<file path="config.mk">
export PLATFORM = sky130hd
export DESIGN_NAME = dma_sd_tx_flat
export DESIGN_NICKNAME = d
export VERILOG_FILES = /design/src/rtl/dma_sd_tx_if.sv /design/src/rtl/dma_sd_tx.sv /design/src/flat_wrapper.sv
export SDC_FILE = /design/constraint.sdc
export NUM_CORES = 1
export LEC_CHECK = 0
export ABC_AREA = 0
export BUFFER_PORTS_ARGS = -buffer_cell sky130_fd_sc_hd__buf_4
export CAP_MARGIN = 20
export CORE_ASPECT_RATIO = 1.2
export CORE_MARGIN = 2
export CORE_UTILIZATION = 30
export CTS_BUF_LIST = sky130_fd_sc_hd__clkbuf_16
export CTS_CLUSTER_SIZE = 10
export DETAILED_ROUTE_END_ITERATION = 8
export GPL_ROUTABILITY_DRIVEN = 0
export PLACE_DENSITY_LB_ADDON = 0.1
export SYNTH_ARGS = -nofsm -noshare
export SYNTH_HDL_FRONTEND = slang
export SYNTH_SLANG_ARGS = --single-unit
</file>
<file path="constraint.sdc">
create_clock -name clk -period 3.3 [get_ports clk]
set_clock_uncertainty 0.2 [all_clocks]
set_input_delay 0.33 -clock clk [delete_from_list [all_inputs] [get_ports clk]]
set_output_delay 0.33 -clock clk [all_outputs]
set_load 0.05 [all_outputs]
</file>
<file path="src/rtl/dma_sd_tx_if.sv">
// Register bus, DMA sequencer slot 3 and SD SPI handshake signals of the memory-to-SD engine.
// The engine uses the slave modport; the surrounding system (or bench) uses the master modport.
interface dma_sd_tx_if;
  logic        module_select;
  logic        write_strobe;
  logic [1:0]  regsel;
  logic [7:0]  din;
  logic [7:0]  dout;
  logic        sd_start;
  logic [7:0]  sd_senddata;
  logic        sd_rdy;
  logic        dma_req;
  logic [21:0] dma_addr;
  logic        dma_rnw;
  logic        dma_ack;
  logic        dma_end;
  logic [7:0]  dma_rd;
  logic        int_req;
  logic        busy;

  modport slave (
    input  module_select, write_strobe, regsel, din, sd_rdy, dma_ack, dma_end, dma_rd,
    output dout, sd_start, sd_senddata, dma_req, dma_addr, dma_rnw, int_req, busy
  );

  modport master (
    output module_select, write_strobe, regsel, din, sd_rdy, dma_ack, dma_end, dma_rd,
    input  dout, sd_start, sd_senddata, dma_req, dma_addr, dma_rnw, int_req, busy
  );
endinterface

</file>
<file path="src/rtl/dma_sd_tx.sv">
// Memory-to-SD DMA: fetches BLOCK_LEN bytes via sequencer slot 3 and streams them to the SPI master.
// Define DMA_SD_TX_CRC_EN to append CRC16-CCITT (MSB first, init 0) as two trailing SPI bytes.
module dma_sd_tx #(
  parameter int BLOCK_LEN = 512,
  parameter int CNT_W     = 11
) (
  input  logic       clk,
  input  logic       rst_n,
  dma_sd_tx_if.slave bus
);

  typedef enum logic [1:0] {F_IDLE, F_REQ, F_WAIT} fetch_state_t;
  typedef enum logic [1:0] {S_IDLE, S_START, S_SKIP, S_WAIT} send_state_t;

  localparam logic [CNT_W-1:0] CNT_LAST = CNT_W'(BLOCK_LEN);
  localparam logic [CNT_W-1:0] CNT_ONE  = CNT_W'(1);

  fetch_state_t     r_fstate, w_fstate_next;
  send_state_t      r_sstate, w_sstate_next;
  logic [21:0]      r_addr;
  logic [CNT_W-1:0] r_fetched, r_sent;
  logic [7:0]       r_buf [2];
  logic             r_wptr, r_rptr;
  logic [1:0]       r_count;
  logic [7:0]       r_senddata;
  logic             r_busy, r_abort, r_int_req;

  logic       w_reg_wr, w_start, w_abort_wr, w_stopping;
  logic       w_ack_take, w_push, w_pop, w_load;
  logic       w_data_done, w_extra_pending, w_all_sent, w_done;
  logic [7:0] w_load_byte;

  assign w_reg_wr    = bus.module_select & bus.write_strobe;
  assign w_start     = w_reg_wr && (bus.regsel == 2'd3) && bus.din[0] && !r_busy;
  assign w_abort_wr  = w_reg_wr && (bus.regsel == 2'd3) && !bus.din[0] && r_busy;
  assign w_stopping  = r_abort | w_abort_wr;
  assign w_data_done = (r_sent == CNT_LAST);
  assign w_pop       = (r_sstate == S_START) && !w_data_done;
  assign w_all_sent  = w_data_done && !w_extra_pending;
  assign w_done      = r_busy && !w_stopping && (r_sstate == S_IDLE) && bus.sd_rdy && w_all_sent;

`ifdef DMA_SD_TX_CRC_EN
  logic [15:0] r_crc;
  logic [1:0]  r_crc_cnt;

  function automatic logic [15:0] crc_step(input logic [15:0] c, input logic [7:0] d);
    logic [15:0] v;
    v = c ^ {d, 8'h00};
    for (int i = 0; i < 8; i++) v = v[15] ? ((v << 1) ^ 16'h1021) : (v << 1);
    return v;
  endfunction

  assign w_extra_pending = w_data_done && (r_crc_cnt != 2'd2);
  assign w_load_byte     = !w_data_done ? r_buf[r_rptr] :
                           (r_crc_cnt == 2'd0) ? r_crc[15:8] : r_crc[7:0];

  // CRC covers data bytes only; the trailing CRC bytes just advance r_crc_cnt.
  always_ff @(posedge clk or negedge rst_n) begin
    if (!rst_n) begin
      r_crc     <= '0;
      r_crc_cnt <= '0;
    end else if (w_start) begin
      r_crc     <= '0;
      r_crc_cnt <= '0;
    end else if (r_sstate == S_START) begin
      if (w_pop) r_crc <= crc_step(r_crc, r_senddata);
      else       r_crc_cnt <= r_crc_cnt + 2'd1;
    end
  end
`else
  assign w_extra_pending = 1'b0;
  assign w_load_byte     = r_buf[r_rptr];
`endif

  always_ff @(posedge clk or negedge rst_n) begin
    if (!rst_n) begin
      r_fstate <= F_IDLE;
      r_sstate <= S_IDLE;
    end else begin
      r_fstate <= w_fstate_next;
      r_sstate <= w_sstate_next;
    end
  end

  // Only one read outstanding, so occupancy < 2 in F_IDLE guarantees room for the reply.
  always_comb begin
    w_fstate_next = r_fstate;
    w_ack_take    = 1'b0;
    w_push        = 1'b0;
    unique case (r_fstate)
      F_IDLE: if (r_busy && !w_stopping && (r_fetched < CNT_LAST) && (r_count != 2'd2))
                w_fstate_next = F_REQ;
      F_REQ: begin
        if (bus.dma_ack) begin
          w_ack_take    = 1'b1;
          w_fstate_next = F_WAIT;
        end else if (w_abort_wr) begin
          w_fstate_next = F_IDLE;
        end
      end
      F_WAIT: if (bus.dma_end) begin
        w_push        = !w_stopping;
        w_fstate_next = F_IDLE;
      end
      default: w_fstate_next = F_IDLE;
    endcase
  end

  always_comb begin
    w_sstate_next = r_sstate;
    w_load        = 1'b0;
    unique case (r_sstate)
      S_IDLE: if (r_busy && !w_stopping && bus.sd_rdy &&
                  ((!w_data_done && (r_count != 2'd0)) || w_extra_pending)) begin
        w_load        = 1'b1;
        w_sstate_next = S_START;
      end
      S_START: w_sstate_next = S_SKIP;
      S_SKIP:  w_sstate_next = S_WAIT;
      S_WAIT:  if (bus.sd_rdy) w_sstate_next = S_IDLE;
      default: w_sstate_next = S_IDLE;
    endcase
  end

  always_ff @(posedge clk or negedge rst_n) begin
    if (!rst_n) begin
      r_addr     <= '0;
      r_fetched  <= '0;
      r_sent     <= '0;
      r_wptr     <= 1'b0;
      r_rptr     <= 1'b0;
      r_count    <= '0;
      r_senddata <= '0;
      r_busy     <= 1'b0;
      r_abort    <= 1'b0;
      r_int_req  <= 1'b0;
    end else begin
      r_int_req <= w_done;
      if (w_start) begin
        r_busy    <= 1'b1;
        r_abort   <= 1'b0;
        r_fetched <= '0;
        r_sent    <= '0;
        r_wptr    <= 1'b0;
        r_rptr    <= 1'b0;
        r_count   <= '0;
      end else begin
        if (w_done || (r_abort && (r_fstate == F_IDLE) && (r_sstate == S_IDLE))) begin
          r_busy  <= 1'b0;
          r_abort <= 1'b0;
        end else if (w_abort_wr) begin
          r_abort <= 1'b1;
        end
        if (w_ack_take) begin
          r_addr    <= r_addr + 22'd1;
          r_fetched <= r_fetched + CNT_ONE;
        end
        if (w_push) r_wptr <= ~r_wptr;
        if (w_pop) begin
          r_rptr <= ~r_rptr;
          r_sent <= r_sent + CNT_ONE;
        end
        if (w_push && !w_pop)      r_count <= r_count + 2'd1;
        else if (w_pop && !w_push) r_count <= r_count - 2'd1;
      end
      if (w_load) r_senddata <= w_load_byte;
      if (w_reg_wr && !r_busy) begin
        case (bus.regsel)
          2'd0:    r_addr[7:0]   <= bus.din;
          2'd1:    r_addr[15:8]  <= bus.din;
          2'd2:    r_addr[21:16] <= bus.din[5:0];
          default: ;
        endcase
      end
    end
  end

  always_ff @(posedge clk) begin
    if (w_push) r_buf[r_wptr] <= bus.dma_rd;
  end

  always_comb begin
    bus.dout = 8'h00;
    case (bus.regsel)
      2'd0:    bus.dout = r_addr[7:0];
      2'd1:    bus.dout = r_addr[15:8];
      2'd2:    bus.dout = {2'b00, r_addr[21:16]};
      default: bus.dout = {r_busy, r_busy && w_extra_pending, 6'b000000};
    endcase
  end

  assign bus.sd_start    = (r_sstate == S_START);
  assign bus.sd_senddata = r_senddata;
  assign bus.dma_req     = (r_fstate == F_REQ);
  assign bus.dma_addr    = r_addr;
  assign bus.dma_rnw     = 1'b1;
  assign bus.int_req     = r_int_req;
  assign bus.busy        = r_busy;

endmodule

</file>
<file path="src/flat_wrapper.sv">
// flat-port wrapper written by rule: the top's interface ports become plain ports
module dma_sd_tx_flat 
#(
  parameter int BLOCK_LEN = 512,
  parameter int CNT_W     = 11
)
  (clk, rst_n, bus_module_select, bus_write_strobe, bus_regsel, bus_din, bus_sd_rdy, bus_dma_ack, bus_dma_end, bus_dma_rd, bus_dout, bus_sd_start, bus_sd_senddata, bus_dma_req, bus_dma_addr, bus_dma_rnw, bus_int_req, bus_busy);
  dma_sd_tx_if bus_i ();
  input  logic clk;
  input  logic rst_n;
  input wire logic [$bits(bus_i.module_select)-1:0] bus_module_select;
  input wire logic [$bits(bus_i.write_strobe)-1:0] bus_write_strobe;
  input wire logic [$bits(bus_i.regsel)-1:0] bus_regsel;
  input wire logic [$bits(bus_i.din)-1:0] bus_din;
  input wire logic [$bits(bus_i.sd_rdy)-1:0] bus_sd_rdy;
  input wire logic [$bits(bus_i.dma_ack)-1:0] bus_dma_ack;
  input wire logic [$bits(bus_i.dma_end)-1:0] bus_dma_end;
  input wire logic [$bits(bus_i.dma_rd)-1:0] bus_dma_rd;
  output wire logic [$bits(bus_i.dout)-1:0] bus_dout;
  output wire logic [$bits(bus_i.sd_start)-1:0] bus_sd_start;
  output wire logic [$bits(bus_i.sd_senddata)-1:0] bus_sd_senddata;
  output wire logic [$bits(bus_i.dma_req)-1:0] bus_dma_req;
  output wire logic [$bits(bus_i.dma_addr)-1:0] bus_dma_addr;
  output wire logic [$bits(bus_i.dma_rnw)-1:0] bus_dma_rnw;
  output wire logic [$bits(bus_i.int_req)-1:0] bus_int_req;
  output wire logic [$bits(bus_i.busy)-1:0] bus_busy;
  assign bus_i.module_select = bus_module_select;
  assign bus_i.write_strobe = bus_write_strobe;
  assign bus_i.regsel = bus_regsel;
  assign bus_i.din = bus_din;
  assign bus_i.sd_rdy = bus_sd_rdy;
  assign bus_i.dma_ack = bus_dma_ack;
  assign bus_i.dma_end = bus_dma_end;
  assign bus_i.dma_rd = bus_dma_rd;
  assign bus_dout = bus_i.dout;
  assign bus_sd_start = bus_i.sd_start;
  assign bus_sd_senddata = bus_i.sd_senddata;
  assign bus_dma_req = bus_i.dma_req;
  assign bus_dma_addr = bus_i.dma_addr;
  assign bus_dma_rnw = bus_i.dma_rnw;
  assign bus_int_req = bus_i.int_req;
  assign bus_busy = bus_i.busy;
  dma_sd_tx #(.BLOCK_LEN(BLOCK_LEN), .CNT_W(CNT_W)) u_core (.clk(clk), .rst_n(rst_n), .bus(bus_i));
endmodule
</file>
## Word-level counts from Yosys, hierarchy flattened

Memory sizes are Yosys's and may differ from the RTL's. A register that Yosys moved wholly into a read port is not among the register bits.
Cells that the tools add are included.

- Register bits after elaboration: 55
- Bits in read-only memories: 0
- Latch bits: 0
- Memory bits (writable): 16
- Memories kept: 1
- Input bits: 25
- Logic and storage cells: 116

- Muxes and demuxes: 39
- Shift operators: 0
- $mul: 0
- Bitwise logic cells: 4
- Div/mod/pow operators: 0
- Reductions and logical operators: 40
- Magnitude comparators: 1
- Add/sub/neg operators: 5
- Equality and inequality tests: 15

Memory list:

| name | depth | bits a word | read ports | clocked after memory_dff | write ports | RTL line | RTL |
|---|---|---|---|---|---|---|---|
| u_core.r_buf | 2 | 8 | 1 | 1 | 1 | dma_sd_tx.sv:22 | `logic [7:0] r_buf [2];` |

Operators with widths:

| kind | count |
|---|---|
| 22-bit 2-to-1 mux | 3 |
| 11-bit 2-to-1 mux | 4 |
| 8-bit case mux with 3 select lines | 1 |
| 11-bit by 1-bit adder with 11-bit output, second input constant | 2 |
| 22-bit by 1-bit adder with 22-bit output, second input constant | 1 |
| 1-bit logical AND | 20 |
| 2-bit 2-to-1 mux | 9 |
| 1-bit 2-to-1 mux | 17 |
| 8-bit 2-to-1 mux | 2 |
| 11-bit by 10-bit equality test with 1-bit output, second input constant | 1 |
| 11-bit by 10-bit < comparator with 1-bit output, second input constant | 1 |
| 2-bit equality test, second input constant | 5 |
| 2-bit nonzero test | 5 |
| 2-bit inequality test, second input constant | 4 |
| 2-bit case mux with 4 select lines | 1 |
| 1-bit logical NOT | 7 |
| 2-bit by 1-bit equality test with 1-bit output, second input constant | 3 |
| 2-bit logical NOT | 3 |
| 6-bit 2-to-1 mux | 1 |
| 2-bit case mux with 3 select lines | 1 |
| 3-bit nonzero test | 2 |
| 3-bit by 2-bit inequality test with 1-bit output, second input constant | 1 |
| 3-bit AND reduction | 1 |
| 2-bit by 1-bit adder with 2-bit output, second input constant | 1 |
| other kinds (7) | 8 |

## Logic depth before layout (Yosys ltp)

Gate-level depths: netlist of run 1.

- Depth in word-level cells: 13
- Gate-level depth with buffers: 10
- Mapped depth without buffers: 9

## Least setup slack after synthesis of run 1

OpenSTA, ideal clock, no wires.

- Path kind: reg-to-output
- From: reg u_core.r_addr[7] (netlist: u_core.bus.dma_addr[7])
- To: out bus_dout[7]
- Setup slack: 832 ps
- Required time: 2770 ps
- Stages on the path, launching flop included: 3
- Arrival: 1938 ps
- Cell sequence: dfrtp_1 mux2i_1 o21ai_0

- Cells in the longest elaborated chain, start to end: 1

RTL lines:

| what | RTL line | RTL |
|---|---|---|
| from (decl) | dma_sd_tx.sv:20 | `logic [21:0] r_addr;` |
| from (signal assigned) | dma_sd_tx.sv:155 | `r_addr <= r_addr + 22'd1;` |
| from (signal assigned) | dma_sd_tx.sv:169 | `2'd0: r_addr[7:0] <= bus.din;` |
| 8-bit case mux with 3 select lines | dma_sd_tx.sv:184 | `case (bus.regsel)` |
| to (decl) | flat_wrapper.sv:19 | `output wire logic [$bits(bus_i.dout)-1:0] bus_dout;` |

No other way between the ends.

## Worst setup path after layout of run 1

- From: reg u_core.r_sent[7]
- To: reg u_core.r_count[1]

- Cells in the longest elaborated chain, start to end: 7

RTL lines:

| what | RTL line | RTL |
|---|---|---|
| from (decl) | dma_sd_tx.sv:21 | `logic [CNT_W-1:0] r_fetched, r_sent;` |
| from (signal assigned) | dma_sd_tx.sv:161 | `r_sent <= r_sent + CNT_ONE;` |
| 11-bit by 10-bit equality test with 1-bit output * | dma_sd_tx.sv:37 | `assign w_data_done = (r_sent == CNT_LAST);` |
| 1-bit logical NOT * | dma_sd_tx.sv:38 | `assign w_pop = (r_sstate == S_START) && !w_data_done;` |
| 1-bit logical AND * | dma_sd_tx.sv:38 |  |
| 1-bit logical NOT | dma_sd_tx.sv:163 | `if (w_push && !w_pop) r_count <= r_count + 2'd1;` |
| 1-bit logical AND | dma_sd_tx.sv:163 |  |
| 2-bit 2-to-1 mux | dma_sd_tx.sv:163 |  |
| 2-bit 2-to-1 mux | dma_sd_tx.sv:139 | `if (w_start) begin` |
| to (signal assigned) | dma_sd_tx.sv:163 |  |
| to (signal assigned) | dma_sd_tx.sv:164 | `else if (w_pop && !w_push) r_count <= r_count - 2'd1;` |
| to (decl) | dma_sd_tx.sv:24 | `logic [1:0] r_count;` |

Mark *: on every way between the ends. The rest lies on a longest branch, timed or not.
A chain may end at the register's enable or synchronous reset.

==> results.md, run 1 <==
- Clock sink count: 79
- Post-CTS Setup Inserts: 0
- CTS tree: built
- Placeable core area: 13300 µm²
- Post-CTS resize count: 0
- Final hold viol count: 0
- First-pass GRT wire length: 17.1 mm
- CTS Hold Buffers Added: 9
- Net Sw Frac: 0.455
- Min-delay worst type: input port to flip-flop
- Die H: 132 µm
- Internal power: 2.81 mW
- Slew @ Worst Pin: 0.894 ns
- Initial antenna violation count: 0
- Final Max Tran Viols: 0
- Fill count: 1343
- Run status: finished clean
- Yosys cell types: 58
- WL final: 10.2 mm
- Die ar.: 14700 µm²
- Depth of the most critical reg-to-reg path: 7
- CTS root buf: clkbuf_16
- Worst r2r src: u_core.r_sent[7]$_DFFE_PN0P_
- Clock Pin Slew Worst Setup and Hold Paths: 0.06 ns
- Clk pwr share: 0.212
- Vias per inst: 4.90
- Die W: about 110 µm
- Final instance area: 5160 µm²
- Primary FF master, synth: dfrtp_1
- Synthesized area: 4110 µm²
- Crit-path slowest cell: dfrtp_1
- Post-layout nets: 499
- Worst-skew pair later-pin latency: 0.34 ns
- Gr usage total: 0.147
- Worst VDD drop: 0.000528 V
- Power Total: 5.16 mW
- Final ANT Viol Nets: 0
- Synth Register Bits: 79
- Net Switching: 2.35 mW
- Worst relative slew slack: 0.401
- Crit-path leading delay family: simple AND/OR/NAND/NOR gates
- Port bufs: 66
- Dpl cell area: 4750 µm²
- 1st-iter DRT viols: 82
- PD cells: 999 nW/µm²
- TritonCTS buffer count: 9
- Largest net degree at the start of global routing: 64
- Pleak: 2.19 nW
- Layout cells sized above 1: 0.230
- Num rows: 46
- Period utilisation layout: 0.767
- Worst EP required: ~3.4 ns
- Layout area overhead: 25.6%
- # DRC: 0
- Drt first pass iters: 4
- H-tree levels: 3
- Clk buf depth: 2
- Post-DR wirelength/cell: about 16 µm
- Setup_tns: 0 ns
- Initial Util: 0.309
- Max stage delay on crit path: between 0.4 and 0.5 ns
- Worst reg2reg endpoint: u_core.r_count[1]$_DFFE_PN0P_
- Buf/Inv on CP: 1
- Synthesized net count: 425
- Final setup viols: 0
- Antenna cells: 0
- Comb power frac: 0.436
- WS Path Type: flip-flop to flip-flop
- Vias in the first global route: approximately 3200
- Post-synthesis area per instance: 10.5 µm²
- Worst setup endpoint: u_core.r_count[1]$_DFFE_PN0P_
- Critical-path maximum fanout: 10
- Synth Instances: 391
- Syn. warnings: 0
- Critical Path AT: between 2 and 3 ns
- RSZ-0062 raised after global routing: no
- Critical-path cell list: nor4_2 > nand4b_2 > and2_1 > inv_1 > ha_1 > or3_1 > a21oi_1
- CP startpoint: u_core.r_sent[7]$_DFFE_PN0P_
- IO Count: 68
- Vias: 3126
- Asr flop ratio synth: 0.797
- Global route overflow: 0
- Post-DP HPWL: between 7 and 8 mm
- Number of synthesized flops with an enable pin: 16
- Final Critical Period: between 2 and 3 ns
- Fmax: 395 MHz
- Post-synthesis sequential area ratio: 0.500
- Critical path depth in cells: 7
- Startpoint Class: flip-flop
- Reg power frac: 0.352
- Max cap viols: 0
- R2R Setup Slk: 0.77 ns
- Crit. End Element: flip-flop
- Worst hold slack: 0.0170 ns
## worst min path at each step
stage	startpoint	endpoint	slack, ns	depth (start not counted)
5_1_grt	bus_din[7]	u_core.bus.dma_addr[7]$_DFF_PN0_	0.03	3
3_5_place_dp	rst_n	u_core.bus.sd_senddata[2]$_DFFE_PN0P_	0.31	1
3_3_place_gp	rst_n	u_core.bus.sd_senddata[2]$_DFFE_PN0P_	0.30	1
4_1_cts	bus_din[7]	u_core.bus.dma_addr[7]$_DFF_PN0_	0.006	3
6_report	bus_dma_end	u_core.r_fstate[1]$_DFFE_PN0P_	0.02	2
2_1_floorplan	rst_n	u_core.bus.busy$_DFFE_PN0P_	-0.17	0
## power groups by stage
stage	clock network, mW	logic, mW	registers, mW
6_report	1.09	2.25	1.81
5_1_grt	1.18	2.42	1.88
4_1_cts	1.13	2.28	1.81
3_5_place_dp	0	2.26	1.83
3_3_place_gp	0	2.24	1.82
2_1_floorplan	0	1.01	2.35
## flip-flops by register name (all words and copies together) (netlist names)
name / flops
u_core.r_rptr: 1
u_core.bus.busy: 1
u_core.r_wptr: 1
u_core.r_buf: 16
u_core.r_fetched: 11
u_core.r_sstate: 2
u_core.r_sent: 11
u_core.bus.int_req: 1
u_core.r_count: 2
u_core.r_fstate: 2
u_core.bus.sd_senddata: 8
u_core.r_abort: 1
u_core.bus.dma_addr: 22
## synth_stat cells (2+ instances only)
| cell type | instances | share of area |
|---|---|---|
| dfrtp_1 | 63 | 0.38 |
| nor2_1 | 46 | 0.042 |
| nand2_1 | 34 | 0.031 |
| xor2_1 | 29 | 0.062 |
| a21oi_1 | 22 | 0.027 |
| mux2i_1 | 17 | 0.041 |
| o21ai_0 | 17 | 0.021 |
| edfxtp_1 | 16 | 0.12 |
| xnor2_1 | 15 | 0.032 |
| nand3_1 | 14 | 0.017 |
| nand4_1 | 14 | 0.021 |
| ha_1 | 9 | 0.027 |
| inv_1 | 8 | 0.0073 |
| buf_2 | 7 | 0.0085 |
| and3_1 | 6 | 0.0091 |
| nor3_1 | 6 | 0.0073 |
| o21ai_1 | 6 | 0.0073 |
| and2_1 | 5 | 0.0076 |
| and4_1 | 5 | 0.011 |
| buf_4 | 4 | 0.0073 |
| nor2b_1 | 4 | 0.0061 |
| nor4_2 | 3 | 0.0091 |
| clkbuf_1 | 2 | 0.0018 |
| nand3b_1 | 2 | 0.0037 |
| nor4b_2 | 2 | 0.0073 |
| o21ai_2 | 2 | 0.0043 |
| or3_1 | 2 | 0.0030 |
## routing by layer
metal / track usage / vias up / share of wire
li1: - / 1524 / -
met5: 0 / - / 0
met4: 0.0451 / 0 / 0.0090
met1: 0.195 / 1549 / 0.47
met2: 0.236 / 47 / 0.48
met3: 0.0363 / 6 / 0.033
## kinds of logic after synthesis
group,count (synthesis),synth area share
other,1,0.000912
AO/OA/AOI/OAI,56,0.0834
flip-flops,79,0.500
XOR/XNOR,44,0.0937
AND/OR/NAND/NOR,160,0.219
multiplexers,19,0.0469
adder cells (fa/ha/maj),9,0.0274
buffers and inverters,23,0.0286
## worst register-to-register path, cell delays in order (launching register included)
cell	delay (ns)
dfrtp_1	0.42
nor4_2	0.32
nand4b_2	0.31
and2_1	0.33
inv_1	0.08
ha_1	0.25
or3_1	0.39
a21oi_1	0.16
## stage by stage
| step | std cells | util | setup slack, ns |
|---|---|---|---|
| floorplan | 391 | - | 0.832 |
| global placement | 613 | 0.357 | 0.811 |
| detailed placement | 613 | 0.357 | 0.770 |
| CTS | 638 | 0.388 | 0.746 |
| global route | 638 | 0.388 | 0.549 |
| finish | 638 | 0.388 | 0.770 |
## cells in the final DEF, fill, tap and decap left out, types with 9 or more instances in the layout
cell,netlist,routed
a21oi_1,22,22
buf_4,4,69
clkbuf_16,0,9
dfrtp_1,63,63
dlygate4sd3_1,0,9
edfxtp_1,16,16
ha_1,9,9
inv_1,8,9
mux2i_1,17,17
nand2_1,34,34
nand3_1,14,14
nand4_1,14,14
nor2_1,46,46
o21ai_0,17,17
xnor2_1,15,15
xor2_1,29,29
## cell type report
class,instances,area [µm²],area share
clock buffers,9,225,0.0436
clock inverters,7,97.6,0.0189
inverters,8,30.0,0.00581
multi-input cells,289,1940,0.375
flip-flops and latches,79,2060,0.398
well taps,168,210,0.0407
repair buffers,78,608,0.118
Power figures use the tool's default switching activity.
==> inputs of run 2 (changes only) <==
==> constraint.sdc (replaced) <==
create_clock -name clk -period 2.3 [get_ports clk]
set_clock_uncertainty 0.2 [all_clocks]
set_input_delay 0.23 -clock clk [delete_from_list [all_inputs] [get_ports clk]]
set_output_delay 0.23 -clock clk [all_outputs]
set_load 0.05 [all_outputs]
==> run 2 against run 1 <==
  * Via count is 2.2% higher
  * Global-route usage grew 0.082 points
  * Clock power is 24% higher
  * Sequential share of layout area decreased by 1.5 points
  * Hold slack improved by 0.075 ns
  * Sequential power increased by 43%
  * First-iteration DRC count rose by 23%
  * Non-clock buffer count is 25 higher
  * Design area is 3.9% higher
  * Core utilization grew 1.5 points
  * Clock-buffer cell count did not move
  * Register-to-register slack worse by 0.65 ns
  * Critical endpoint unchanged
==> results.md, run 2 (synthesis gave the netlist of run 1 again) <==
- Run status: finished clean
- Min-delay worst type: input port to flip-flop
- Layout cells sized above 1: 0.255
- Critical Path AT: 2.24 ns
- Crit-path leading delay family: simple AND/OR/NAND/NOR gates
- WL final: 10.3 mm
- Final setup viols: 0
- Worst VDD drop: ~0.00073 V
- Die W: ~110 µm
- Commonest cells after routing, fill and taps aside: buf_4, dfrtp_1, nor2_1
- Worst EP required: 2.36 ns
- Post-layout util: 0.404
- Global route overflow: 0
- Internal power: 3.93 mW
- CTS root buf: clkbuf_16
- Post-layout nets: 524
- Final ANT Viol Nets: 0
- CTS tree: built
- Pleak: 2.30 nW
- Vias in the first global route: about 3200
- Number of flip-flops in the largest register: 22
- Slew @ Worst Pin: about 0.55 ns
- Critical path depth in cells: 6
- Final worst slack: about 0.12 ns
- Worst-skew pair later-pin latency: 0.34 ns
- Period utilisation layout: 0.946
- Fill count: 1314
- Die ar.: 14700 µm²
- Dpl ws: roughly 0.1 ns
- Die H: roughly 130 µm
- Post-DP HPWL: approximately 7.6 mm
- Crit. End Element: flip-flop
- Final Critical Period: 2.18 ns
- Net Sw Frac: 0.463
- Vias per inst: 4.82
- Gr usage total: 0.147
- Port bufs: 66
- Seq. cell area: 2060 µm²
- Max cap viols: 0
- RSZ-0062 raised after global routing: no
- 1st-iter DRT viols: 101
- Worst relative slew slack: 0.633
- H-tree levels: 3
- Buf/Inv on CP: 0
- Dpl cell area: 4870 µm²
- Initial antenna violation count: 0
- Final instance area: 5370 µm²
- Critical-path maximum fanout: 5
- Final Max Tran Viols: 0
- Vias: 3196
- Placeable core area: about 13000 µm²
- Clk pwr share: 0.185
- First-pass GRT wire length: 17.1 mm
- WS Path Type: flip-flop to flip-flop
- Largest net degree at the start of global routing: 35
- Antenna cells: 0
- Area of the multi-input gates: 1960 µm²
- Reg power frac: 0.352
- Initial Util: 0.309
- Post-DR wirelength/cell: around 16 µm
- Num rows: 46
- Startpoint Class: flip-flop
- Critical-path cell list: and4b_4 > and2_4 > nor4b_4 > ha_1 > or3_1 > a21oi_1
- Net Switching: 3.39 mW
- Fmax: 459 MHz
- TritonCTS buffer count: 9
- Most common cell after layout, fill and taps aside: buf_4
- Layout area overhead: 30.6%
- Max stage delay on crit path: 0.40 ns
- IO Count: 68
- Final hold viol count: 0
- Comb power frac: 0.463
- Drt first pass iters: 4
- Clock Pin Slew Worst Setup and Hold Paths: 0.06 ns
- PD cells: 1360 nW/µm²
- Depth of the most critical reg-to-reg path: 6
- Hold depth: 3
- Crit-path slowest cell: dfrtp_2
- Clock sink count: 79
- Clk buf depth: 2
- # DRC: 0
[run 2: cell count changes in the layout (fill, tap and decap cells not counted), moves of 2 or more]
cell,change
buf_4,+14
dlygate4sd3_1,+10
o21ai_1,+7
o21ai_0,-7
inv_6,+2
bufinv_16,-2
[run 2: final cells by class]
cell class                      instances  share of cell area
Clock buffer                            9              0.0419
Clock inverter                          7             0.00979
Inverter                                8             0.00559
Multi-Input combinational cell        289               0.365
Sequential cell                        79               0.383
Tap cell                              168              0.0392
Timing Repair Buffer                  103               0.155
[run 2: routing by layer]
| layer | track usage | part of all wire |
|---|---|---|
| met1 | 0.197 | 0.47 |
| met2 | 0.235 | 0.49 |
| met3 | 0.0244 | 0.034 |
| met4 | 0.0674 | 0.014 |
| met5 | 0 | 0 |
[run 2: worst register-to-register path, cell delays in order (launching register included)]
cell     delay (ns)
dfrtp_2        0.40
and4b_4        0.20
and2_4         0.18
nor4b_4        0.30
ha_1           0.32
or3_1          0.37
a21oi_1        0.13
[run 2: worst paths after layout]
path,startpoint,endpoint,slack [ns]
min,bus_sd_rdy,u_core.bus.int_req$_DFF_PN0_,0.09
max in group asynchronous,rst_n,u_core.bus.dma_addr[8]$_DFF_PN0_,1.18
max,u_core.bus.busy$_DFFE_PN0P_,u_core.r_count[1]$_DFFE_PN0P_,0.12
min in group asynchronous,rst_n,u_core.bus.sd_senddata[1]$_DFFE_PN0P_,0.17
max reg2reg,u_core.bus.busy$_DFFE_PN0P_,u_core.r_count[1]$_DFFE_PN0P_,0.12
min reg2reg,u_core.bus.sd_senddata[2]$_DFFE_PN0P_,u_core.bus.sd_senddata[2]$_DFFE_PN0P_,0.33
[run 2: stage by stage]
| stage | hold slack, ns | std cells | setup TNS [ns] | total power [mW] |
|---|---|---|---|---|
| finish | 0.0917 | 663 | 0 | 7.33 |
| global route | 0.123 | 663 | 0 | 7.80 |
| CTS | 0.0864 | 662 | 0 | 7.37 |
| detailed placement | 0.00874 | 627 | 0 | 5.95 |
| global placement | 0.00763 | 627 | 0 | 5.91 |
| floorplan | -0.266 | 391 | -0.0360 | 4.85 |
[run 2: timing repair]
item | CTS | global route
hold buffers | 19 | 0
buffers inserted | 0 | 1
gates resized for setup | 0 | 3
endpoints found under the setup margin | 0 | 1
endpoints found under the hold margin | 69 | 0
[run 2: power by group through the flow]
stage	sequential [mW]	clock [mW]	combinational, mW
after CTS	2.56	1.41	3.40
after floorplan	3.38	0	1.47
after detailed placement	2.59	0	3.36
final	2.58	1.35	3.39
after global routing	2.67	1.47	3.66
after global placement	2.58	0	3.34
==> inputs of run 3 (changes only) <==
--- a/config.mk
+++ b/config.mk
@@ -9,13 +9,11 @@
 export BUFFER_PORTS_ARGS = -buffer_cell sky130_fd_sc_hd__buf_4
 export CAP_MARGIN = 20
 export CORE_ASPECT_RATIO = 1.2
-export CORE_MARGIN = 2
 export CORE_UTILIZATION = 30
 export CTS_BUF_LIST = sky130_fd_sc_hd__clkbuf_16
 export CTS_CLUSTER_SIZE = 10
 export DETAILED_ROUTE_END_ITERATION = 8
 export GPL_ROUTABILITY_DRIVEN = 0
-export PLACE_DENSITY_LB_ADDON = 0.1
 export SYNTH_ARGS = -nofsm -noshare
 export SYNTH_HDL_FRONTEND = slang
 export SYNTH_SLANG_ARGS = --single-unit
==> run 3 against run 2 <==
  * Largest power group unchanged
  * Sequential share of layout area fell by 0.20 points
  * Non-clock buffer count fell by 1
  * Via count rose by 1.6%
  * Design area rose by 0.58%
  * Core utilization rose by 0.24 points
  * Highest routed layer unchanged
  * Worst setup slack got worse by 0.035 ns
==> results.md, run 3 (synthesis gave the netlist of run 1 again) <==
- Run status: finished clean
- Clk pwr share: 0.211
- H-tree levels: 3
- IO Count: 68
- Worst r2r src: u_core.bus.busy$_DFFE_PN0P_
- Fill count: 1278
- Vias per inst: just under 5
- Post-DP HPWL: around 7.3 mm
- Clock Pin Slew Worst Setup and Hold Paths: 0.07 ns
- Power Total: 7.58 mW
- Die W: about 110 µm
- WS Path Type: flip-flop to flip-flop
- Max stage delay on crit path: roughly 0.40 ns
- Final ANT Viol Nets: 0
- Critical Path AT: 2.28 ns
- Final Critical Period: 2.21 ns
- Final hold viol count: 0
- Seq. cell area: 2060 µm²
- Gr usage total: 0.152
- Post-layout nets: between 500 and 600
- Max cap viols: 0
- Vias in the first global route: 3251
- Commonest cells after routing, fill and taps aside: buf_4, dfrtp_1, nor2_1
- Buf/Inv on CP: 0
- Hold Startpoint: bus_sd_rdy
- Min-delay worst type: input port to flip-flop
- Clock sink count: 79
- Critical-path cell list: and4b_4 > and2_4 > nor4b_4 > ha_1 > or3_1 > a21oi_1
- Layout area overhead: 31.3%
- Internal power: 4.14 mW
- 1st-iter DRT viols: 150
- Num rows: 46
- Worst EP required: 2.37 ns
- Fmax: 452 MHz
- First-pass GRT wire length: ~16 mm
- Setup_tns: 0 ns
- Die H: around 130 µm
- Pleak: roughly 2.3 nW
- Final setup viols: 0
- RSZ-0062 raised after global routing: no
- Initial Util: 0.309
- Crit-path leading delay family: simple AND/OR/NAND/NOR gates
- TritonCTS buffer count: 9
- Comb power frac: 0.441
- Drt first pass iters: 4
- Vias: 3247
- Worst-skew pair later-pin latency: between 0.3 and 0.4 ns
- Worst relative slew slack: 0.580
- Die ar.: 14200 µm²
- Initial antenna violation count: 0
- Crit. End Element: flip-flop
- Net Sw Frac: 0.454
- Antenna cells: 0
- Most common cell after layout, fill and taps aside: buf_4
- Placeable core area: 13300 µm²
- WL final: 10.1 mm
- Reg power frac: 0.347
- Crit-path slowest cell: dfrtp_2
- Startpoint Class: flip-flop
- Period utilisation layout: 0.961
- Number of flip-flops in the largest register: 22
- Port bufs: between 60 and 70
- # DRC: 0
- Worst VDD drop: 0.000905 V
- PD cells: 1400 nW/µm²
- Net Switching: around 3.4 mW
- CTS tree: built
- Slew @ Worst Pin: between 0.6 and 0.7 ns
- Largest net degree at the start of global routing: 47
- Global route overflow: 0
- Layout cells sized above 1: 0.255
- Critical-path maximum fanout: 5
- Final Max Tran Viols: 0
- Area of the multi-input gates: 1950 µm²
- Clk buf depth: 2
- CTS root buf: clkbuf_16
- Post-DR wirelength/cell: between 15 and 20 µm
- CP startpoint: u_core.bus.busy$_DFFE_PN0P_
## run 3: power by group through the flow
stage / Combinational [mW] / Clock, mW / Sequential (mW)
floorplan: 1.47 / 0 / 3.38
global placement: 3.23 / 0 / 2.61
detailed placement: 3.29 / 0 / 2.64
CTS: 3.33 / 1.64 / 2.63
global route: 3.59 / 1.70 / 2.72
finish: 3.35 / 1.60 / 2.64
## run 3: path summary, 6_finish.rpt
kind,end,slack [ns],cells past startpoint
min in group asynchronous,u_core.bus.int_req$_DFF_PN0_,0.25,2
max,u_core.r_count[1]$_DFFE_PN0P_,0.09,6
min reg2reg,u_core.bus.sd_senddata[2]$_DFFE_PN0P_,0.34,2
max reg2reg,u_core.r_count[1]$_DFFE_PN0P_,0.09,6
max in group asynchronous,u_core.r_sent[4]$_DFFE_PN0P_,1.04,3
min,u_core.bus.int_req$_DFF_PN0_,0.08,3
## run 3: through the flow
stage | setup WS (ns) | util | hold WS (ns) | cells | area (µm²)
floorplan | -0.0360 | - | -0.266 | 391 | 4120
global placement | 0.165 | 0.364 | 0.0968 | 624 | 4840
detailed placement | 0.0730 | 0.364 | 0.0926 | 624 | 4840
CTS | 0.0577 | 0.404 | 0.0553 | 660 | 5370
global route | 0.000352 | 0.406 | 0.106 | 662 | 5400
finish | 0.0888 | 0.406 | 0.0753 | 662 | 5400
## run 3: layout make-up
cell class / count / area share
clock inverters: 7 / 0.0202
flip-flops and latches: 79 / 0.381
clock buffers: 9 / 0.0417
well taps: 168 / 0.0389
multi-input cells: 289 / 0.361
repair buffers: 102 / 0.151
inverters: 8 / 0.00556
## run 3: worst reg2reg max path, stage by stage, from the launching register on
cell and delay, ns:
dfrtp_2 0.40, and4b_4 0.19, and2_4 0.18, nor4b_4 0.32, ha_1 0.32, or3_1 0.38, a21oi_1 0.15
## run 3: what timing repair did
item                                    CTS  global route
hold buffers                             20             0
hold endpoints to repair                 81             0
endpoints found under the setup margin    0             1
buffers inserted                          0             2
resized for setup                         0             3
## run 3: per-layer routing
layer,GRT usage,wire length [µm]
met5,0,0
met4,0.0644,154
met3,0.0345,562
met2,0.250,4820
met1,0.192,4600
